--- src/rtl/arith_seq_unit_if.sv ---
// Handshake/operand/result bundle for arith_seq_unit.
//   master: issue stage + result consumer (drives in_valid, A, B, op, out_ready)
//   slave : the arithmetic unit (drives in_ready, out_valid, result and flags)
interface arith_seq_unit_if #(
  parameter int N = 8,
  parameter int M = 4
);
  logic             in_valid;
  logic             in_ready;
  logic [N-1:0]     A;
  logic [N-1:0]     B;
  logic [M-2:0]     op;
  logic             out_valid;
  logic             out_ready;
  logic [2*N-1:0]   result;
  logic             carry;
  logic             zero;
  logic             div_zero;

  modport master (
    output in_valid, A, B, op, out_ready,
    input  in_ready, out_valid, result, carry, zero, div_zero
  );

  modport slave (
    input  in_valid, A, B, op, out_ready,
    output in_ready, out_valid, result, carry, zero, div_zero
  );
endinterface

--- src/rtl/arith_seq_unit.sv ---
// arith_seq_unit: handshaked arithmetic unit, one operation in flight.
//   clk, reset : rising-edge clock, synchronous active-high reset
//   bus (slave): in_valid/in_ready accept A, B, op
//                (0 add, 1 sub, 2 mul, 3 div, 4 shl, 5 shr, 6 rol, 7 ror);
//                out_valid/out_ready deliver a 2N-bit result plus
//                carry, zero and div_zero flags.
// add/sub/shift/rotate and div-by-zero complete in one cycle; mul (shift-add)
// and div (restoring) take N BUSY cycles, one step per cycle.
module arith_seq_unit #(
  parameter int N = 8,
  parameter int M = 4
) (
  input  logic          clk,
  input  logic          reset,
  arith_seq_unit_if.slave bus
);
  localparam int CW = $clog2(N);

  typedef enum logic [1:0] {IDLE, BUSY, DONE} state_t;
  typedef enum logic [2:0] {
    OP_ADD = 3'd0, OP_SUB = 3'd1, OP_MUL = 3'd2, OP_DIV = 3'd3,
    OP_SHL = 3'd4, OP_SHR = 3'd5, OP_ROL = 3'd6, OP_ROR = 3'd7
  } opcode_t;

  state_t         state, state_nx;
  opcode_t        opc, op_q;
  logic [N-1:0]   a_q, b_q;
  logic [2*N-1:0] acc, acc_step;
  logic [CW-1:0]  cnt;
  logic [2*N-1:0] res_q;
  logic           carry_q, zero_q, dz_q;
  logic           accept, go_busy, last_step, load_done;

  logic [N:0]     add_sum;
  logic [2*N-1:0] fast_res, done_res;
  logic           fast_carry, fast_dz, done_carry, done_dz;

  logic [N:0]     mul_sum;
  logic [N:0]     div_rs;
  logic [N-1:0]   div_diff;
  logic           div_borrow;

  assign opc = opcode_t'(bus.op[2:0]);

  // ---------------- FSM ----------------
  always_ff @(posedge clk) begin
    if (reset) state <= IDLE;
    else       state <= state_nx;
  end

  always_comb begin
    state_nx  = state;
    accept    = 1'b0;
    go_busy   = 1'b0;
    load_done = 1'b0;
    last_step = (cnt == CW'(N - 1));
    unique case (state)
      IDLE: begin
        accept = bus.in_valid;
        if (accept) begin
          go_busy   = (opc == OP_MUL) || ((opc == OP_DIV) && (bus.B != '0));
          state_nx  = go_busy ? BUSY : DONE;
          load_done = !go_busy;
        end
      end
      BUSY: begin
        if (last_step) begin
          state_nx  = DONE;
          load_done = 1'b1;
        end
      end
      DONE: begin
        if (bus.out_ready) state_nx = IDLE;
      end
      default: state_nx = IDLE;
    endcase
  end

  // ---------------- single-cycle ops ----------------
  assign add_sum = {1'b0, bus.A} + {1'b0, bus.B};

  always_comb begin
    fast_res   = '0;
    fast_carry = 1'b0;
    fast_dz    = 1'b0;
    case (opc)
      OP_ADD: begin
        fast_res   = {{(N-1){1'b0}}, add_sum};
        fast_carry = add_sum[N];
      end
      OP_SUB: begin
        fast_res   = {{N{1'b0}}, bus.A - bus.B};
        fast_carry = (bus.A < bus.B);
      end
      OP_DIV: begin
        if (bus.B == '0) begin
          fast_res = {bus.A, {N{1'b1}}};
          fast_dz  = 1'b1;
        end
      end
      OP_SHL: begin
        fast_res   = {{N{1'b0}}, bus.A[N-2:0], 1'b0};
        fast_carry = bus.A[N-1];
      end
      OP_SHR: begin
        fast_res   = {{N{1'b0}}, 1'b0, bus.A[N-1:1]};
        fast_carry = bus.A[0];
      end
      OP_ROL: fast_res = {{N{1'b0}}, bus.A[N-2:0], bus.A[N-1]};
      OP_ROR: fast_res = {{N{1'b0}}, bus.A[0], bus.A[N-1:1]};
      default: ;
    endcase
  end

  // ---------------- iterative step ----------------
  // acc is shared: mul holds {partial product, remaining multiplier bits},
  // div holds {partial remainder, dividend bits -> quotient bits}.
  assign mul_sum    = {1'b0, acc[2*N-1:N]} + (acc[0] ? {1'b0, a_q} : '0);
  assign div_rs     = acc[2*N-1:N-1];
  assign div_borrow = (div_rs < {1'b0, b_q});
  // Only used when no borrow, where the true difference fits in N bits.
  assign div_diff   = div_rs[N-1:0] - b_q;

  always_comb begin
    if (op_q == OP_MUL)
      acc_step = {mul_sum, acc[N-1:1]};
    else
      acc_step = {(div_borrow ? div_rs[N-1:0] : div_diff), acc[N-2:0], ~div_borrow};
  end

  assign done_res   = (state == BUSY) ? acc_step : fast_res;
  assign done_carry = (state == BUSY) ? 1'b0 : fast_carry;
  assign done_dz    = (state == BUSY) ? 1'b0 : fast_dz;

  // ---------------- datapath registers ----------------
  always_ff @(posedge clk) begin
    if (reset) begin
      a_q     <= '0;
      b_q     <= '0;
      op_q    <= OP_ADD;
      acc     <= '0;
      cnt     <= '0;
      res_q   <= '0;
      carry_q <= 1'b0;
      zero_q  <= 1'b0;
      dz_q    <= 1'b0;
    end else begin
      if (accept) begin
        a_q  <= bus.A;
        b_q  <= bus.B;
        op_q <= opc;
        cnt  <= '0;
        acc  <= {{N{1'b0}}, (opc == OP_DIV) ? bus.A : bus.B};
      end else if (state == BUSY) begin
        acc <= acc_step;
        cnt <= cnt + 1'b1;
      end
      if (load_done) begin
        res_q   <= done_res;
        carry_q <= done_carry;
        zero_q  <= (done_res == '0);
        dz_q    <= done_dz;
      end
    end
  end

  assign bus.in_ready  = (state == IDLE);
  assign bus.out_valid = (state == DONE);
  assign bus.result    = res_q;
  assign bus.carry     = carry_q;
  assign bus.zero      = zero_q;
  assign bus.div_zero  = dz_q;
endmodule

--- src/flat_wrapper.sv ---
// flat-port wrapper written by rule: the top's interface ports become plain ports
module arith_seq_unit_flat 
#(
  parameter int N = 8,
  parameter int M = 4
)
  (clk, reset, bus_in_valid, bus_A, bus_B, bus_op, bus_out_ready, bus_in_ready, bus_out_valid, bus_result, bus_carry, bus_zero, bus_div_zero);
  arith_seq_unit_if #(.N(N), .M(M)) bus_i ();
  input  logic clk;
  input  logic reset;
  input wire logic [$bits(bus_i.in_valid)-1:0] bus_in_valid;
  input wire logic [$bits(bus_i.A)-1:0] bus_A;
  input wire logic [$bits(bus_i.B)-1:0] bus_B;
  input wire logic [$bits(bus_i.op)-1:0] bus_op;
  input wire logic [$bits(bus_i.out_ready)-1:0] bus_out_ready;
  output wire logic [$bits(bus_i.in_ready)-1:0] bus_in_ready;
  output wire logic [$bits(bus_i.out_valid)-1:0] bus_out_valid;
  output wire logic [$bits(bus_i.result)-1:0] bus_result;
  output wire logic [$bits(bus_i.carry)-1:0] bus_carry;
  output wire logic [$bits(bus_i.zero)-1:0] bus_zero;
  output wire logic [$bits(bus_i.div_zero)-1:0] bus_div_zero;
  assign bus_i.in_valid = bus_in_valid;
  assign bus_i.A = bus_A;
  assign bus_i.B = bus_B;
  assign bus_i.op = bus_op;
  assign bus_i.out_ready = bus_out_ready;
  assign bus_in_ready = bus_i.in_ready;
  assign bus_out_valid = bus_i.out_valid;
  assign bus_result = bus_i.result;
  assign bus_carry = bus_i.carry;
  assign bus_zero = bus_i.zero;
  assign bus_div_zero = bus_i.div_zero;
  arith_seq_unit #(.N(N), .M(M)) u_core (.clk(clk), .reset(reset), .bus(bus_i));
endmodule
--- config.mk ---
export PLATFORM = sky130hd
export DESIGN_NAME = arith_seq_unit_flat
export DESIGN_NICKNAME = d
export VERILOG_FILES = /design/src/rtl/arith_seq_unit_if.sv /design/src/rtl/arith_seq_unit.sv /design/src/flat_wrapper.sv
export SDC_FILE = /design/constraint.sdc
export NUM_CORES = 1
export LEC_CHECK = 0
export ABC_AREA = 1
export CAP_MARGIN = 40
export CORE_MARGIN = 2
export CORE_UTILIZATION = 45
export CTS_CLUSTER_SIZE = 24
export DETAILED_ROUTE_END_ITERATION = 7
export GPL_TIMING_DRIVEN = 0
export SLEW_MARGIN = 20
export SYNTH_ARGS = -nofsm -noshare
export SYNTH_HDL_FRONTEND = slang
export SYNTH_SLANG_ARGS = --single-unit
--- constraint.sdc ---
create_clock -name clk -period 2.57 [get_ports clk]
set_clock_uncertainty 0.1 [all_clocks]
set_input_delay 0.3855 -clock clk [delete_from_list [all_inputs] [get_ports clk]]
set_output_delay 0.3855 -clock clk [all_outputs]
set_load 0.01 [all_outputs]
# Word-level counts from Yosys, hierarchy flattened

Cells that the tools add are included.

Flip-flop bits (word level): 59
Output and inout bits: 21
Logic and storage cells: 67

$add $sub $neg: 5
Magnitude comparators: 2
Eq/ne operators: 14
Muxes and demuxes: 23
Bitwise gates (word level): 1
Reduce and logical (&&, ||, !) cells: 11

Operators by type and width:

| cell                                                                   | count |
|---|---|
| 16-bit one-hot mux with 7 select lines                                 | 1 |
| 16-bit 2-to-1 mux                                                      | 3 |
| 8-bit 2-to-1 mux                                                       | 5 |
| 8-bit by 8-bit adder with 9-bit output                                 | 2 |
| 16-bit zero test                                                       | 1 |
| 8-bit subtractor                                                       | 2 |
| 3-bit equality test (second input constant)                            | 5 |
| 3-bit by 2-bit equality test with 1-bit output (second input constant) | 3 |
| 9-bit by 8-bit < comparator with 1-bit output                          | 1 |
| 8-bit zero test                                                        | 1 |
| 8-bit < comparator                                                     | 1 |
| 2-bit 2-to-1 mux                                                       | 4 |
| 8-bit nonzero test                                                     | 1 |
| 1-bit 2-to-1 mux                                                       | 7 |
| 2-bit one-hot mux with 3 select lines                                  | 1 |
| 2-bit inequality test (second input constant)                          | 2 |
| 1-bit one-hot mux with 4 select lines                                  | 1 |
| 3-bit by 1-bit adder with 3-bit output (second input constant)         | 1 |
| 3-bit by 1-bit equality test with 1-bit output (second input constant) | 1 |
| 3-bit zero test                                                        | 1 |
| 3-bit AND reduction                                                    | 1 |
| 2-bit by 1-bit equality test with 1-bit output (second input constant) | 1 |
| 2-bit equality test (second input constant)                            | 1 |
| 2-bit zero test                                                        | 1 |
| 8 further kinds                                                        | 8 |

# Depth between registers and ports, before layout

Depth after elaboration: 6
Mapped depth: 18

# Least setup slack after synthesis

Ideal clock, no wire load.

Path type: register to register
Start point: reg u_core.acc[0]
End point: reg u_core.zero_q, in the netlist u_core.bus.zero
Setup time: 0.127 ns
Arrival time: 2.059 ns
Required time: 2.343 ns
Setup slack: 0.284 ns
Cell stages (with the launch flop): 17
Path buffers: 1
Period minus slack after synthesis: 2.286 ns
Cell sequence: dfxtp_1 > clkbuf_1 > nand2_1 > inv_1 > ha_1 > fa_1 > nand3_1 > nand2_1 > a21oi_1 > xor2_1 > nand2_1 > nand3_1 > nand2_1 > o21ai_0 > nor2_1 > nand3_1 > a21oi_2

Word-level cells in the longest chain between the ends: 5

RTL lines:

| element                                | RTL line              | source |
|---|---|---|
| from (decl)                            | arith_seq_unit.sv:28  | `logic [2*N-1:0] acc, acc_step;` |
| from (signal assigned)                 | arith_seq_unit.sv:153 | `acc <= {{N{1'b0}}, (opc == OP_DIV) ? bus.A : bus.B};` |
| from (signal assigned)                 | arith_seq_unit.sv:155 | `acc <= acc_step;` |
| 8-bit 2-to-1 mux                       | arith_seq_unit.sv:118 | `assign mul_sum = {1'b0, acc[2*N-1:N]} + (acc[0] ? {1'b0, a_q} : '0);` |
| 8-bit by 8-bit adder with 9-bit output | arith_seq_unit.sv:118 |  |
| 16-bit 2-to-1 mux (*)                  | arith_seq_unit.sv:125 | `if (op_q == OP_MUL)` |
| 16-bit 2-to-1 mux (*)                  | arith_seq_unit.sv:131 | `assign done_res = (state == BUSY) ? acc_step : fast_res;` |
| 16-bit zero test (*)                   | arith_seq_unit.sv:161 | `zero_q <= (done_res == '0);` |
| to (signal assigned)                   | arith_seq_unit.sv:161 |  |
| to (decl)                              | arith_seq_unit.sv:31  | `logic carry_q, zero_q, dz_q;` |

Every way passes the cells marked *; elsewhere a longest branch is shown, timed or not.
A chain may end at the register's enable or synchronous reset.

# Worst setup path after layout

Start point: reg u_core.acc[7]
End point: reg u_core.zero_q, in the netlist u_core.bus.zero

Word-level cells in the longest chain between the ends: 5
Elaborated cells on any way between the ends: 7
Classes of those cells: add/sub (1); order compare (1); mux (3); bitwise (1); reduce/logical (1)

RTL lines:

| element                                                                                  | RTL line                                     | source |
|---|---|---|
| 8-bit subtractor / 9-bit by 8-bit < comparator with 1-bit output (equally long branches) | arith_seq_unit.sv:122, arith_seq_unit.sv:120 |  |
| 8-bit 2-to-1 mux / 1-bit NOT (equally long branches)                                     | arith_seq_unit.sv:128                        | `acc_step = {(div_borrow ? div_rs[N-1:0] : div_diff), acc[N-2:0], ~div_borrow};` |
| 16-bit 2-to-1 mux (*)                                                                    | arith_seq_unit.sv:125                        |  |
| 16-bit 2-to-1 mux (*)                                                                    | arith_seq_unit.sv:131                        |  |
| 16-bit zero test (*)                                                                     | arith_seq_unit.sv:161                        |  |

Marks and branches as above.

==> reports/results.tsv <==
metric	value	unit
run_status	finished clean	
crit_path_start_kind	flop	
wirelength	15.6	mm
dieArea	11500	sq um
seq_area	1190	sq um
cp.required	2.75	ns
muxShareOfSynthArea	0	%
synth-xor-area-share	0.915	%
synth.top_cell.area_share	24.7	%
antenna_left	0	
fp.dieH	107	microns
r2r_slack	0.07	ns
post-place-cells	938	
holdPathEnd	u_core.acc[1]$_SDFFE_PP0P_	
max_freq	401	MHz
grt_max_degree	11	
clk_latency	0.34	ns
hold_violations	0	
htree_levels	3	
clk_pin_slew_worst_paths	0.07	ns
fp.coreArea	10300	sq um
fin_crit	2.50	ns
cts_root_buffer	clkbuf_8	
cap_violations	0	
r2r-start	u_core.acc[7]$_SDFFE_PP0P_	
clock_sinks	59	
drive_gt1_share	11.6	%
drc_errors	0	
arrival	2.67	ns
grtUsageTotal	28.0	%
fill_cells	1061	
p_leak	0.00285	uW
first_global_vias	5037	
cp-end-kind	flop	
gp_congestion	0.951	
hold_depth	2	
timing.final.max_slew_violations	0	
worst_pin_slew	0.572	ns
synth-edff-count	0	
postSynthAreaPerCell	6.28	sq um
fin_nets	878	
synth_top_area_cell	dfxtp_1	
worstHoldStart	reset	
syn_area	4790	sq um
yosysWarnings	0	
slew_headroom	61.9	%
cts_hold_buf	0	
grt-ovfl-total	0	
portBuffers	40	
r2r_cells	13	
cts_tree	yes	
dp_hpwl	12.6	mm
synthSimpleGateAreaFrac	34.1	%
syn2layout_area_growth	18.2	%
first_pass_iters	5	
synth_nets	824	
synth_area_leaders	dfxtp_1, nand2_1, ha_1	
multiInputGateArea	3130	sq um
stdcell_count	957	
synth_fa_ha_area_share	10.8	%
worstPathMaxFanout	4	
numCtsBuffers	9	
synth_flop_cell	dfxtp_1	
die_w	107	microns
start_util	46.4	%
setup_violations	0	
worst_slack	0.0748	ns
diodes	0	
synthCells	762	
timing.hold.ws	0.186	ns
fp-row-count	37	
powerDensity	479	nW/um^2
ys_ff_latch	59	
num_vias	5180	
placed_area	5360	sq um
antenna_found_initial	0	
io_pins	44	
fin_crit_sh	97.1	%
reg2reg_to	u_core.bus.zero$_SDFFE_PP0P_	
critical_path_class	flop to flop	
cts.path.max_buffers	2	
synth_compound_area_share	16.7	%
grt_pass1_wl	24.9	mm
hold_class	input port to flop	
vdd_drop_max	0.231	mV
async_flop_share	0	%
fin_area	5660	sq um
drt_iter0_markers	430	
dp_slack	-0.679	ns
ys_seq_area_share	24.7	%
vias_per_cell	5.41	
wire_per_inst	16.3	microns
yosysUniqueCellTypes	44	
synth_top_family_by_area	simple AND/OR/NAND/NOR gates	
==> stage by stage <==
| stage | power, uW | utilization (%) | TNS (ns) |
|---|---|---|---|
| finish | 2710 | 54.8 | 0 |
| floorplan | 1650 | - | 0 |
| global placement | 1960 | 51.9 | -3.47 |
| global route | 2890 | 54.8 | -0.000428 |
| detailed placement | 1970 | 51.9 | -3.95 |
| CTS | 2680 | 53.7 | 0 |
==> worst max-delay path, stage by stage (launching register included) <==
cell,delay (ns)
dfxtp_1,0.31
inv_1,0.14
ha_1,0.20
inv_1,0.09
fa_2,0.38
a21oi_2,0.19
xnor2_1,0.14
nand3_1,0.10
nand3_1,0.17
a21oi_2,0.22
nand2_1,0.09
nor2_1,0.10
nand3_1,0.09
a21oi_2,0.12
==> synth_stat cells (2+ instances only) <==
cell type,count
a211oi_1,5
a21oi_1,55
a311oi_1,2
a31oi_1,3
buf_1,2
buf_2,11
buf_4,2
clkbuf_1,12
clkbuf_8,2
dfxtp_1,59
fa_1,4
ha_1,35
inv_1,116
inv_2,3
nand2_1,187
nand2_2,4
nand3_1,79
nand3_2,2
nand3b_1,2
nand4_1,20
nor2_1,61
nor2_2,2
nor3_1,6
o211ai_1,11
o21a_1,2
o21ai_0,43
o21bai_1,8
o22ai_1,5
xnor2_1,2
xor2_1,3
==> report_power, final <==
| group | internal, uW | switching [uW] | total, uW |
|---|---|---|---|
| Combinational | 353 | 615 | 969 |
| Clock | 345 | 369 | 713 |
| Sequential | 989 | 41.7 | 1030 |
==> layout by cell type, fill, tap and decap left out, types with 5 or more instances in the layout <==
cell type        count
clkdlybuf4s50_1     27
o211ai_1            11
nor2_2               5
a211oi_1             5
clkbuf_1            13
nand2_1            184
ha_1                29
o21bai_1             8
o21ai_0             40
nor3_1               6
nand3_1             76
nand2_2              7
o22ai_1              5
buf_4                7
clkbuf_2             7
buf_2                9
inv_2                5
inv_1              114
clkbuf_8            11
a21oi_1             46
a21oi_2             10
dfxtp_1             55
nand3_2              5
nand4_1             20
nor2_1              56
==> timing repair <==
| action | CTS | global route |
|---|---|---|
| pin swaps | 1 | 6 |
| buffers inserted | 1 | 3 |
| cloned | 0 | 0 |
| setup endpoints to repair | 4 | 7 |
| gates resized for setup | 22 | 52 |
==> logic make-up after synthesis <==
logic type | count (synthesis)
AOI/OAI and AO/OA | 139
xor gates and xnor gates | 5
adders and majority gates | 39
buffers and inverters | 150
DFF | 59
and+or+nand+nor | 370
==> final cells by class <==
| class | count | share of cell area [%] |
|---|---|---|
| well taps | 136 | 3.01 |
| multi-input cells | 553 | 55.3 |
| clock inverters | 5 | 0.530 |
| inverters | 120 | 7.96 |
| plain buffers | 29 | 2.90 |
| repair buffers | 44 | 6.98 |
| clock buffers | 11 | 2.32 |
| flip-flops and latches | 59 | 21.0 |
==> worst max-delay path by stage <==
stage / start / to / slack, ns
floorplan: u_core.acc[0]$_SDFFE_PP0P_ / u_core.bus.zero$_SDFFE_PP0P_ / 0.28
finish: u_core.acc[7]$_SDFFE_PP0P_ / u_core.bus.zero$_SDFFE_PP0P_ / 0.07
detailed placement: bus_B[0] / u_core.bus.zero$_SDFFE_PP0P_ / -0.68
global route: u_core.acc[7]$_SDFFE_PP0P_ / u_core.bus.zero$_SDFFE_PP0P_ / -0.0004
global placement: bus_B[0] / u_core.bus.zero$_SDFFE_PP0P_ / -0.64
CTS: bus_B[3] / u_core.bus.zero$_SDFFE_PP0P_ / 0.02
==> flip-flops by register name, indices dropped and copies added (netlist names) <==
signal	flops
u_core.acc	16
u_core.bus.result	16
u_core.a_q	8
u_core.b_q	8
u_core.cnt	3
u_core.op_q	3
u_core.state	2
u_core.bus.carry	1
u_core.bus.div_zero	1
u_core.bus.zero	1
==> layer usage <==
layer	GRT usage [%]	share of wire, %
met1	34.9	44
met2	47.4	47
met3	3.89	5.1
met4	13.5	4.4
met5	0	0
(Power assumes the default switching activity.)
